===== config.mk =====
export PLATFORM = sky130hd
export DESIGN_NAME = mode_switch_sequencer
export DESIGN_NICKNAME = d
export VERILOG_FILES = /design/src/rtl/mode_switch_sequencer.sv
export SDC_FILE = /design/constraint.sdc
export NUM_CORES = 1
export LEC_CHECK = 0
export ABC_AREA = 1
export CORE_MARGIN = 3
export CORE_UTILIZATION = 60
export CTS_BUF_LIST = sky130_fd_sc_hd__clkbuf_16
export DETAILED_ROUTE_END_ITERATION = 8
export PLACE_DENSITY_LB_ADDON = 0.05
export SYNTH_ARGS = -nofsm -noshare
export SYNTH_HDL_FRONTEND = slang
export SYNTH_SLANG_ARGS = --single-unit

===== constraint.sdc =====
create_clock -name clk -period 4.2 [get_ports clk]
set_input_delay 0.84 -clock clk [delete_from_list [all_inputs] [get_ports clk]]
set_output_delay 0.84 -clock clk [all_outputs]
set_load 0.05 [all_outputs]

===== src/rtl/mode_switch_sequencer.sv =====
// mode_switch_sequencer: debounces a raw board switch, rejects illegal codes
// and applies the requested ADC mode break-before-make (drain the active
// converter, hold mode_select at 000 for a settle period, then apply).
module mode_switch_sequencer #(
    parameter int DEBOUNCE_CYCLES = 1000000,
    parameter int SETTLE_CYCLES   = 1000,
    parameter int DRAIN_TIMEOUT   = 100000
) (
    input  logic       clk,
    input  logic       reset,
    input  logic [2:0] mode_request,
    input  logic       conv_busy,
    output logic [2:0] mode_select,
    output logic       ready,
    output logic       switching,
    output logic       drain_timeout,
    output logic       bad_request
);

    localparam int DW   = $clog2(DEBOUNCE_CYCLES + 1);
    localparam int TMAX = (SETTLE_CYCLES > DRAIN_TIMEOUT) ? SETTLE_CYCLES : DRAIN_TIMEOUT;
    localparam int TW   = $clog2(TMAX + 1);

    localparam logic [DW-1:0] DEB_LAST    = DW'(DEBOUNCE_CYCLES - 1);
    localparam logic [DW-1:0] DEB_MAX     = DW'(DEBOUNCE_CYCLES);
    localparam logic [TW-1:0] DRAIN_LAST  = TW'(DRAIN_TIMEOUT - 1);
    localparam logic [TW-1:0] SETTLE_LAST = TW'(SETTLE_CYCLES - 1);

    typedef enum logic [1:0] {
        ST_ACTIVE = 2'd0,
        ST_DRAIN  = 2'd1,
        ST_SETTLE = 2'd2
    } state_t;

    // Only OFF and the three one-hot modes may ever reach the decoder.
    function automatic logic is_legal(input logic [2:0] code);
        return (code == 3'b000) || (code == 3'b001) ||
               (code == 3'b010) || (code == 3'b100);
    endfunction

    // Input path state
    logic [2:0]    sync1_q, sync1_d;
    logic [2:0]    sync2_q, sync2_d;
    logic [2:0]    prev_q, prev_d;
    logic [DW-1:0] deb_cnt_q, deb_cnt_d;
    logic          accept;
    logic [2:0]    target_q, target_d;
    logic          bad_q, bad_d;

    // Sequencer state
    state_t        state_q, state_d;
    logic [TW-1:0] timer_q, timer_d;
    logic [2:0]    current_q, current_d;
    logic [2:0]    mode_select_q, mode_select_d;

    // Synchronizer, debounce counter and request acceptance.
    always_comb begin
        sync1_d   = mode_request;
        sync2_d   = sync1_q;
        prev_d    = sync2_q;
        deb_cnt_d = deb_cnt_q;
        accept    = 1'b0;
        target_d  = target_q;
        bad_d     = 1'b0;
        if (sync2_q != prev_q) begin
            deb_cnt_d = '0;
        end else if (deb_cnt_q != DEB_MAX) begin
            // Saturation makes acceptance fire exactly once per stable run.
            deb_cnt_d = deb_cnt_q + DW'(1);
            accept    = (deb_cnt_q == DEB_LAST);
        end
        if (accept) begin
            if (is_legal(sync2_q)) begin
                target_d = sync2_q;
            end else begin
                bad_d = 1'b1;
            end
        end
    end

    // State register: all flops, asynchronously cleared to the OFF/ACTIVE state.
    always_ff @(posedge clk or posedge reset) begin
        if (reset) begin
            sync1_q       <= 3'b000;
            sync2_q       <= 3'b000;
            prev_q        <= 3'b000;
            deb_cnt_q     <= '0;
            target_q      <= 3'b000;
            bad_q         <= 1'b0;
            state_q       <= ST_ACTIVE;
            timer_q       <= '0;
            current_q     <= 3'b000;
            mode_select_q <= 3'b000;
        end else begin
            sync1_q       <= sync1_d;
            sync2_q       <= sync2_d;
            prev_q        <= prev_d;
            deb_cnt_q     <= deb_cnt_d;
            target_q      <= target_d;
            bad_q         <= bad_d;
            state_q       <= state_d;
            timer_q       <= timer_d;
            current_q     <= current_d;
            mode_select_q <= mode_select_d;
        end
    end

    // Next-state logic: ACTIVE -> (DRAIN) -> SETTLE -> ACTIVE, with DRAIN revert.
    always_comb begin
        state_d   = state_q;
        timer_d   = timer_q;
        current_d = current_q;
        case (state_q)
            ST_ACTIVE: begin
                if (target_q != current_q) begin
                    timer_d = '0;
                    // From OFF there is no converter to drain.
                    state_d = (current_q != 3'b000) ? ST_DRAIN : ST_SETTLE;
                end
            end
            ST_DRAIN: begin
                if (target_q == current_q) begin
                    // Request reverted: keep the running mode, no OFF gap.
                    state_d = ST_ACTIVE;
                    timer_d = '0;
                end else if (!conv_busy || (timer_q == DRAIN_LAST)) begin
                    state_d = ST_SETTLE;
                    timer_d = '0;
                end else begin
                    timer_d = timer_q + TW'(1);
                end
            end
            ST_SETTLE: begin
                if (timer_q == SETTLE_LAST) begin
                    // Latest target wins, even if it changed while settling.
                    current_d = target_q;
                    state_d   = ST_ACTIVE;
                    timer_d   = '0;
                end else begin
                    timer_d = timer_q + TW'(1);
                end
            end
            default: begin
                state_d = ST_ACTIVE;
                timer_d = '0;
            end
        endcase
    end

    // Outputs: status from the current state; mode_select registered so it
    // lines up with the state it belongs to (000 for every SETTLE cycle).
    always_comb begin
        ready         = (state_q == ST_ACTIVE);
        switching     = (state_q == ST_DRAIN) || (state_q == ST_SETTLE);
        drain_timeout = (state_q == ST_DRAIN) && (target_q != current_q) &&
                        conv_busy && (timer_q == DRAIN_LAST);
        mode_select_d = (state_d == ST_SETTLE) ? 3'b000 : current_d;
    end

    assign mode_select = mode_select_q;
    assign bad_request = bad_q;

    // Decoder must only ever see OFF or a single mode.
    a_onehot0: assert property (@(posedge clk) disable iff (reset)
        $onehot0(mode_select));

    // No direct hop between two different non-zero modes.
    a_bbm: assert property (@(posedge clk) disable iff (reset)
        ((mode_select != $past(mode_select)) && ($past(mode_select) != 3'b000))
        |-> (mode_select == 3'b000));

endmodule


==> out/qor.csv, run 1 <==
stage;metric;value;unit
detailed_routing;detailed-route DRC error count;0;
sta;RSZ-0062 raised after global routing;false;
global_routing;initial antenna violation count;0;
critical_path;reg2reg setup slack;2.20;ns
critical_path;Crit Path Max Fanout;3;
critical_path;nature of the critical path startpoint;input port;
floorplan;Placeable Area;0.00488;mm²
placement;Placer Congestion;0.867;
clock_network;CTS Sinks;58;
placement;Post-DP Area;0.00330;mm²
detailed_routing;via count;2499;
global_routing;global route overflow;0;
status;status;finished, final reports clean;
sta;Hold WS;0.356;ns
sta;Slew HR;50.9;%
pwr;peak supply drop;0.315;mV
logic_synthesis;ys flop type;dfrtp_1;
logic_synthesis;Syn Nets;390;
logic_synthesis;post-synthesis cell type count;34;
global_routing;GR met3 Demand/Resource;7.91;%
run;Max Cap Violations;0;
clock_network;Root Buffer Master;clkbuf_16;
critical_path;FF-to-FF path depth;7;
floorplan;die area;0.00610;mm²
global_routing;GR peak layer;met2;
clock_network;Clock transition at path regs;0.05;ns
layout;# diodes;0;
logic_synthesis;synth warn;0;
global_routing;pin count of the biggest net entering global routing;38;
logic_synthesis;synthesized flop and latch total;58;
hold_path;HP Start;sync1_q[2];
clock_network;CTS Hold Bufs;0;
layout;non-filler cells, final;468;
global_routing;vias in the first global route;2484;
floorplan;# IOs;13;
critical_path;RR Startpoint;state_q[0];
clock_network;post_cts resized;0;
critical_path;critical path class;in2out;
hold_path;hold depth;0;
critical_path;CP startpoint;conv_busy;
sta;final setup violating endpoints;0;
critical_path;CP required;3.36;ns
global_routing;gr usage total;23.2;%
detailed_routing;DRT antenna net count;0;
sta;fmax;312;MHz
logic_synthesis;area of the mapped netlist;0.00312;mm²
logic_synthesis;asr flop ratio synth;100;%
detailed_routing;drt total wl;6160;µm
clock_network;TritonCTS Buffers;9;
sta;Fin Clk Skew;0.00750;ns
clock_network;clk buf depth;2;
sta;setup TNS;0;ns
pwr;Leakage Power;1.57;nW
layout;design area;0.00359;mm²
detailed_routing;DR WL/cell;13.2;µm
global_routing;GR Layer Usage met2;37.5;%
sta;final worst path period share;76.4;%
layout;layout cells sized above 1;10.5;%
placement;PortBufs;12;
pwr;pwr dens;361;mW/mm²
detailed_routing;DRT Pass-1 Iters;5;
hold_path;Hold Path Sink;prev_d[2];
critical_path;Arr. time, crit path;2.37;ns
layout;Nets;409;
logic_synthesis;EDFF count, synth;0;
clock_network;CTS tree;yes;
floorplan;Rows;25;
critical_path;reg-to-reg endpoint;timer_q[1];
detailed_routing;DRT iter0 DRCs;173;
detailed_routing;DR vias/cell;5.34;
sta;Worst-Margin Slew;0.736;ns
hold_path;min-delay worst type;reg2reg;
global_routing;met1 Usage GRT;30.0;%
layout;final cell utilization of the core;73.5;%
floorplan;die height;78.1;µm
global_routing;first-pass GRT wire length;11000;µm
floorplan;initial core utilization;63.9;%
clock_network;clk_lat worst skew;0.33;ns
sta;crit path time final;3.21;ns
logic_synthesis;Syn Inst Count;377;
sta;final hold vios;0;
placement;dpl cells;452;
clock_network;H-Tree Level Count;3;
logic_synthesis;Syn Area/Cell;8.27;µm²
floorplan;Die Span X;78.1;µm
layout;area grow syn2layout;15.0;%
logic_synthesis;sequential area share after synthesis;46.5;%
placement;dpl hpwl;4370;µm
clock_network;Setup Buffers After CTS;0;
critical_path;crit end category;primary output;
sta;Slew Viols, Final;0;
[layer usage]
| metal | part of all wire [%] | wire length, µm |
|---|---|---|
| met2 | 45 | 2800 |
| met1 | 48 | 2940 |
| met5 | 0 | 0 |
| met4 | 1.2 | 71 |
| met3 | 5.6 | 344 |
[worst max path at each step]
stage | slack (ns) | cells after the start | end
global route | 0.86 | 6 | drain_timeout
CTS | 1.00 | 3 | drain_timeout
global placement | 1.02 | 3 | drain_timeout
detailed placement | 1.02 | 3 | drain_timeout
floorplan | 1.30 | 5 | drain_timeout
finish | 0.99 | 3 | drain_timeout
[cell families (layout without fill, tap and decap cells)]
group           after synthesis  after routing  synth area share [%]
fa+ha+maj                     7              7                  2.81
flops                        58             58                  46.5
simple gates                201            201                  30.7
xor+xnor                     18             18                  5.29
compound gates               41             41                  7.82
mux                           1              1                 0.321
buf+inv                      51             75                  6.50
[flip-flops by register name, summed over array words and instances (netlist names)]
signal       count
timer_q         17
mode_select      3
target_q         3
current_q        3
sync1_q          3
prev_q           3
deb_cnt_q       20
bad_request      1
state_q          2
prev_d           3
[Yosys cell counts, types with 6 or more instances]
| master | instances | area, µm² |
|---|---|---|
| nor2_1 | 48 | 180 |
| nor3_1 | 11 | 55.1 |
| a21oi_1 | 18 | 90.1 |
| nand2_1 | 77 | 289 |
| xor2_1 | 13 | 114 |
| nand4_1 | 6 | 37.5 |
| nor2_2 | 8 | 50.1 |
| o21ai_0 | 13 | 65.1 |
| nand3_1 | 29 | 145 |
| ha_1 | 7 | 87.6 |
| inv_1 | 46 | 173 |
| dfrtp_1 | 58 | 1450 |
[report_power, final]
part | switching [mW] | internal, mW | leakage (nW)
logic | 0.0210 | 0.0102 | 0.644
registers | 0.00449 | 0.565 | 0.789
clock network | 0.244 | 0.450 | 0.138
[cells in the final DEF, fill, tap and decap left out, drive strengths merged]
master,Yosys,layout
o21bai,2,2
mux2i,1,1
nor3,16,16
inv,46,47
ha,7,7
nor4,3,3
clkinvlp,0,2
o211ai,1,1
xor2,13,13
nor3b,4,4
nand4,8,8
a31oi,1,1
dfrtp,58,58
o21ai,15,15
nor2,57,57
o21a,3,3
clkdlybuf4s50,0,12
a21oi,19,19
nand3,32,32
buf,5,1
bufinv,0,1
clkbuf,0,9
nand2,81,81
xnor2,5,5
clkinv,0,3
[stage by stage]
| stage | worst slack (ns) | total power [mW] |
|---|---|---|
| 6_report | 0.990 | 1.30 |
| 5_1_grt | 0.857 | 1.34 |
| 4_1_cts | 1.00 | 1.31 |
| 3_5_place_dp | 1.02 | 0.611 |
| 3_3_place_gp | 1.02 | 0.610 |
| 2_1_floorplan | 1.30 | 0.598 |
[critical path, stage by stage]
cell and delay [ns]:
clkdlybuf4s50_1 0.51, nor3b_1 0.19, clkdlybuf4s50_1 0.83
[area by class of cell]
cell class | count | area [µm²]
clock buffers | 9 | 225
fillers | 363 | 1290
inverters | 46 | 173
clock inverters | 7 | 61.3
well taps | 67 | 83.8
repair buffers | 13 | 128
flip-flops and latches | 58 | 1450
multi-input cells | 268 | 1470
(Power assumes the default switching activity.)
==> run 2: changes to the inputs <==
--- a/config.mk
+++ b/config.mk
@@ -7,7 +7,7 @@
 export LEC_CHECK = 0
 export ABC_AREA = 1
 export CORE_MARGIN = 3
-export CORE_UTILIZATION = 60
+export CORE_UTILIZATION = 54
 export CTS_BUF_LIST = sky130_fd_sc_hd__clkbuf_16
 export DETAILED_ROUTE_END_ITERATION = 8
 export PLACE_DENSITY_LB_ADDON = 0.05
==> constraint.sdc (replaced) <==
create_clock -name clk -period 2.7 [get_ports clk]
set_input_delay 0.54 -clock clk [delete_from_list [all_inputs] [get_ports clk]]
set_output_delay 0.54 -clock clk [all_outputs]
set_load 0.05 [all_outputs]
==> run 2 against run 1 <==
  * Critical endpoint is now ready
  * Wire length decreased by 4.5%
  * Sequential power increased by 55%
  * Via count decreased by 2.2%
  * Clock-buffer cell count unchanged
==> out/qor.csv, run 2 (synthesis gave the netlist of run 1 again) <==
stage;metric;value;unit;change
pwr;Switch Pwr;439;µW;+63%
pwr;Leakage Power;1.59;nW;+1.3%
layout;most common cell after layout, fill and taps aside;nand2_1;;
layout;Nets;410;;+0.24%
placement;DP Worst Slack;0.412;ns;-0.607 ns
clock_network;Clock transition at path regs;0.05;ns;about the same
pwr;Flop pwr share;45.3;%;+1.3 points
layout;filler cell count;478;;+32%
pwr;Logic pwr share;2.7;%;+0.3 points
sta;final hold vios;0;;unchanged
hold_path;min-delay worst type;reg2reg;;
critical_path;CP required;2.16;ns;-1.20 ns
pwr;cell-internal power;1.51;mW;+48%
layout;non-filler cells, final;474;;+1.3%
sta;Slew Viols, Final;0;;unchanged
placement;dpl hpwl;4140;µm;-5.2%
floorplan;Die Span X;82;µm;+5.0%
detailed_routing;DR vias/cell;5.16;;-3.4%
layout;final cell utilization of the core;65.2;%;-8.3 points
sta;Fin Clk Skew;0.00801;ns;+0.000511 ns
clock_network;CTS Sinks;58;;unchanged
detailed_routing;detailed-route DRC error count;0;;unchanged
critical_path;nature of the critical path startpoint;flop;;
placement;Placer Congestion;0.866;;about the same
clock_network;TritonCTS Buffers;9;;unchanged
sta;Worst-Margin Slew;0.519;ns;-0.217 ns
critical_path;crit end category;primary output;;
floorplan;# IOs;13;;unchanged
sta;RSZ-0062 raised after global routing;false;;
critical_path;worst-path cell chain;inv_1 > ha_1 > clkdlybuf4s50_1;;
clock_network;Setup Buffers After CTS;0;;unchanged
floorplan;die height;82;µm;+5.0%
detailed_routing;DRT Pass-1 Iters;4;;-1
global_routing;first-pass GRT wire length;10700;µm;-3.1%
sta;Slew HR;65.4;%;+15 points
clock_network;CTS tree;yes;;
layout;Reg area;0.00145;mm²;unchanged
global_routing;initial antenna violation count;0;;unchanged
detailed_routing;DRT iter0 DRCs;214;;+24%
detailed_routing;DR WL/cell;12.4;µm;-5.7%
placement;dpl cells;458;;+1.3%
sta;final setup violating endpoints;0;;unchanged
pwr;Switching Fraction;22.5;%;+1.7 points
placement;PortBufs;12;;unchanged
run;Max Cap Violations;0;;unchanged
floorplan;initial core utilization;56.3;%;-7.6 points
detailed_routing;drt total wl;5880;µm;-4.5%
clock_network;clk_lat worst skew;0.32;ns;about the same
critical_path;Worst path max stage delay;0.82;ns;about the same
clock_network;post_cts resized;0;;unchanged
status;status;finished, final reports clean;;
layout;register name with the most flops;deb_cnt_q;;
sta;setup slack after layout;0.266;ns;-0.724 ns
global_routing;global route overflow;0;;unchanged
clock_network;clk buf depth;2;;unchanged
layout;area of the multi-input gates;0.00147;mm²;unchanged
layout;area grow syn2layout;15.8;%;
sta;Hold WS;0.348;ns;-0.00817 ns
clock_network;Root Buffer Master;clkbuf_16;;
critical_path;slowest CP cell;clkdlybuf4s50_1;;
sta;final worst path period share;90.1;%;
critical_path;Arr. time, crit path;1.89;ns;-0.48 ns
clock_network;CTS Hold Bufs;0;;unchanged
layout;# diodes;0;;unchanged
layout;layout cells sized above 1;11.2;%;+0.72 points
sta;crit path time final;2.43;ns;
layout;Largest regs;deb_cnt_q x20, timer_q x17;;
layout;max FFs per register;20;;unchanged
detailed_routing;DRT antenna net count;0;;unchanged
layout;commonest non-fill, non-tap cells in the layout;nand2_1 (77), dfrtp_1 (58), nor2_1 (48);;
global_routing;gr usage total;20.8;%;-2.4 points
global_routing;pin count of the biggest net entering global routing;36;;-5.3%
detailed_routing;via count;2444;;-2.2%
pwr;peak supply drop;0.411;mV;+30%
pwr;pwr dens;540;mW/mm²;+50%
floorplan;Placeable Area;0.00554;mm²;+14%
critical_path;critical path class;reg2out;;
clock_network;H-Tree Level Count;3;;unchanged
sta;fmax;411;MHz;
global_routing;vias in the first global route;2401;;-3.3%
pwr;Clk network pwr share;52.0;%;-1.6 points
floorplan;Rows;27;;+8.0%
sta;setup TNS;0;ns;unchanged
critical_path;Crit Path Max Fanout;5;;+2
floorplan;die area;0.00672;mm²;+10%
## run 2: area by class of cell
| cell class | instances | area share, % |
|---|---|---|
| timing repair buffer | 14 | 4.43 |
| clock buffer | 9 | 6.23 |
| clock inverter | 7 | 1.32 |
| inverter | 46 | 4.78 |
| sequential | 58 | 40.2 |
| multi-input combinational | 268 | 40.6 |
| tap | 72 | 2.49 |
## run 2: worst paths after layout
path                       startpoint        endpoint  slack [ns]  cells past startpoint
max in group asynchronous       reset   deb_cnt_q[19]        1.57                      3
setup / recovery           state_q[1]           ready        0.27                      3
min in group asynchronous       reset  mode_select[0]        0.57                      2
hold / removal             sync1_q[0]       prev_d[0]        0.35                      0
setup reg to reg           state_q[1]      timer_q[1]        0.77                      7
hold reg to reg            sync1_q[0]       prev_d[0]        0.35                      0
## run 2: layer usage
| layer | wire (µm) | part of all wire [%] | global-route usage [%] | up-vias |
|---|---|---|---|---|
| met2 | 2800 | 48 | 34.6 | 27 |
| met4 | 110 | 1.9 | 8.97 | 0 |
| met1 | 2820 | 48 | 26.9 | 1140 |
| met5 | 0 | 0 | 0 | - |
| met3 | 146 | 2.5 | 3.29 | 10 |
| li1 | - | - | - | 1267 |
## run 2: critical path: cells and delay by family (launching register included)
kind	cells	cell delay, ns
buffers and inverters	2	0.93
adders and majority gates	1	0.23
DFF	1	0.42
## run 2: metrics by stage
step / instance area (µm²) / total power [mW]
2_1_floorplan: 3120 / 0.931
3_3_place_gp: 3340 / 0.954
3_5_place_dp: 3340 / 0.955
4_1_cts: 3610 / 1.97
5_1_grt: 3610 / 2.03
6_report: 3610 / 1.95
## run 2: power by group through the flow
stage          clock [mW]  combinational [mW]  sequential (mW)
6_report             1.01              0.0522            0.885
2_1_floorplan           0              0.0323            0.899
3_3_place_gp            0              0.0538            0.900
5_1_grt              1.08              0.0611            0.886
4_1_cts              1.03              0.0545            0.885
3_5_place_dp            0              0.0544            0.900
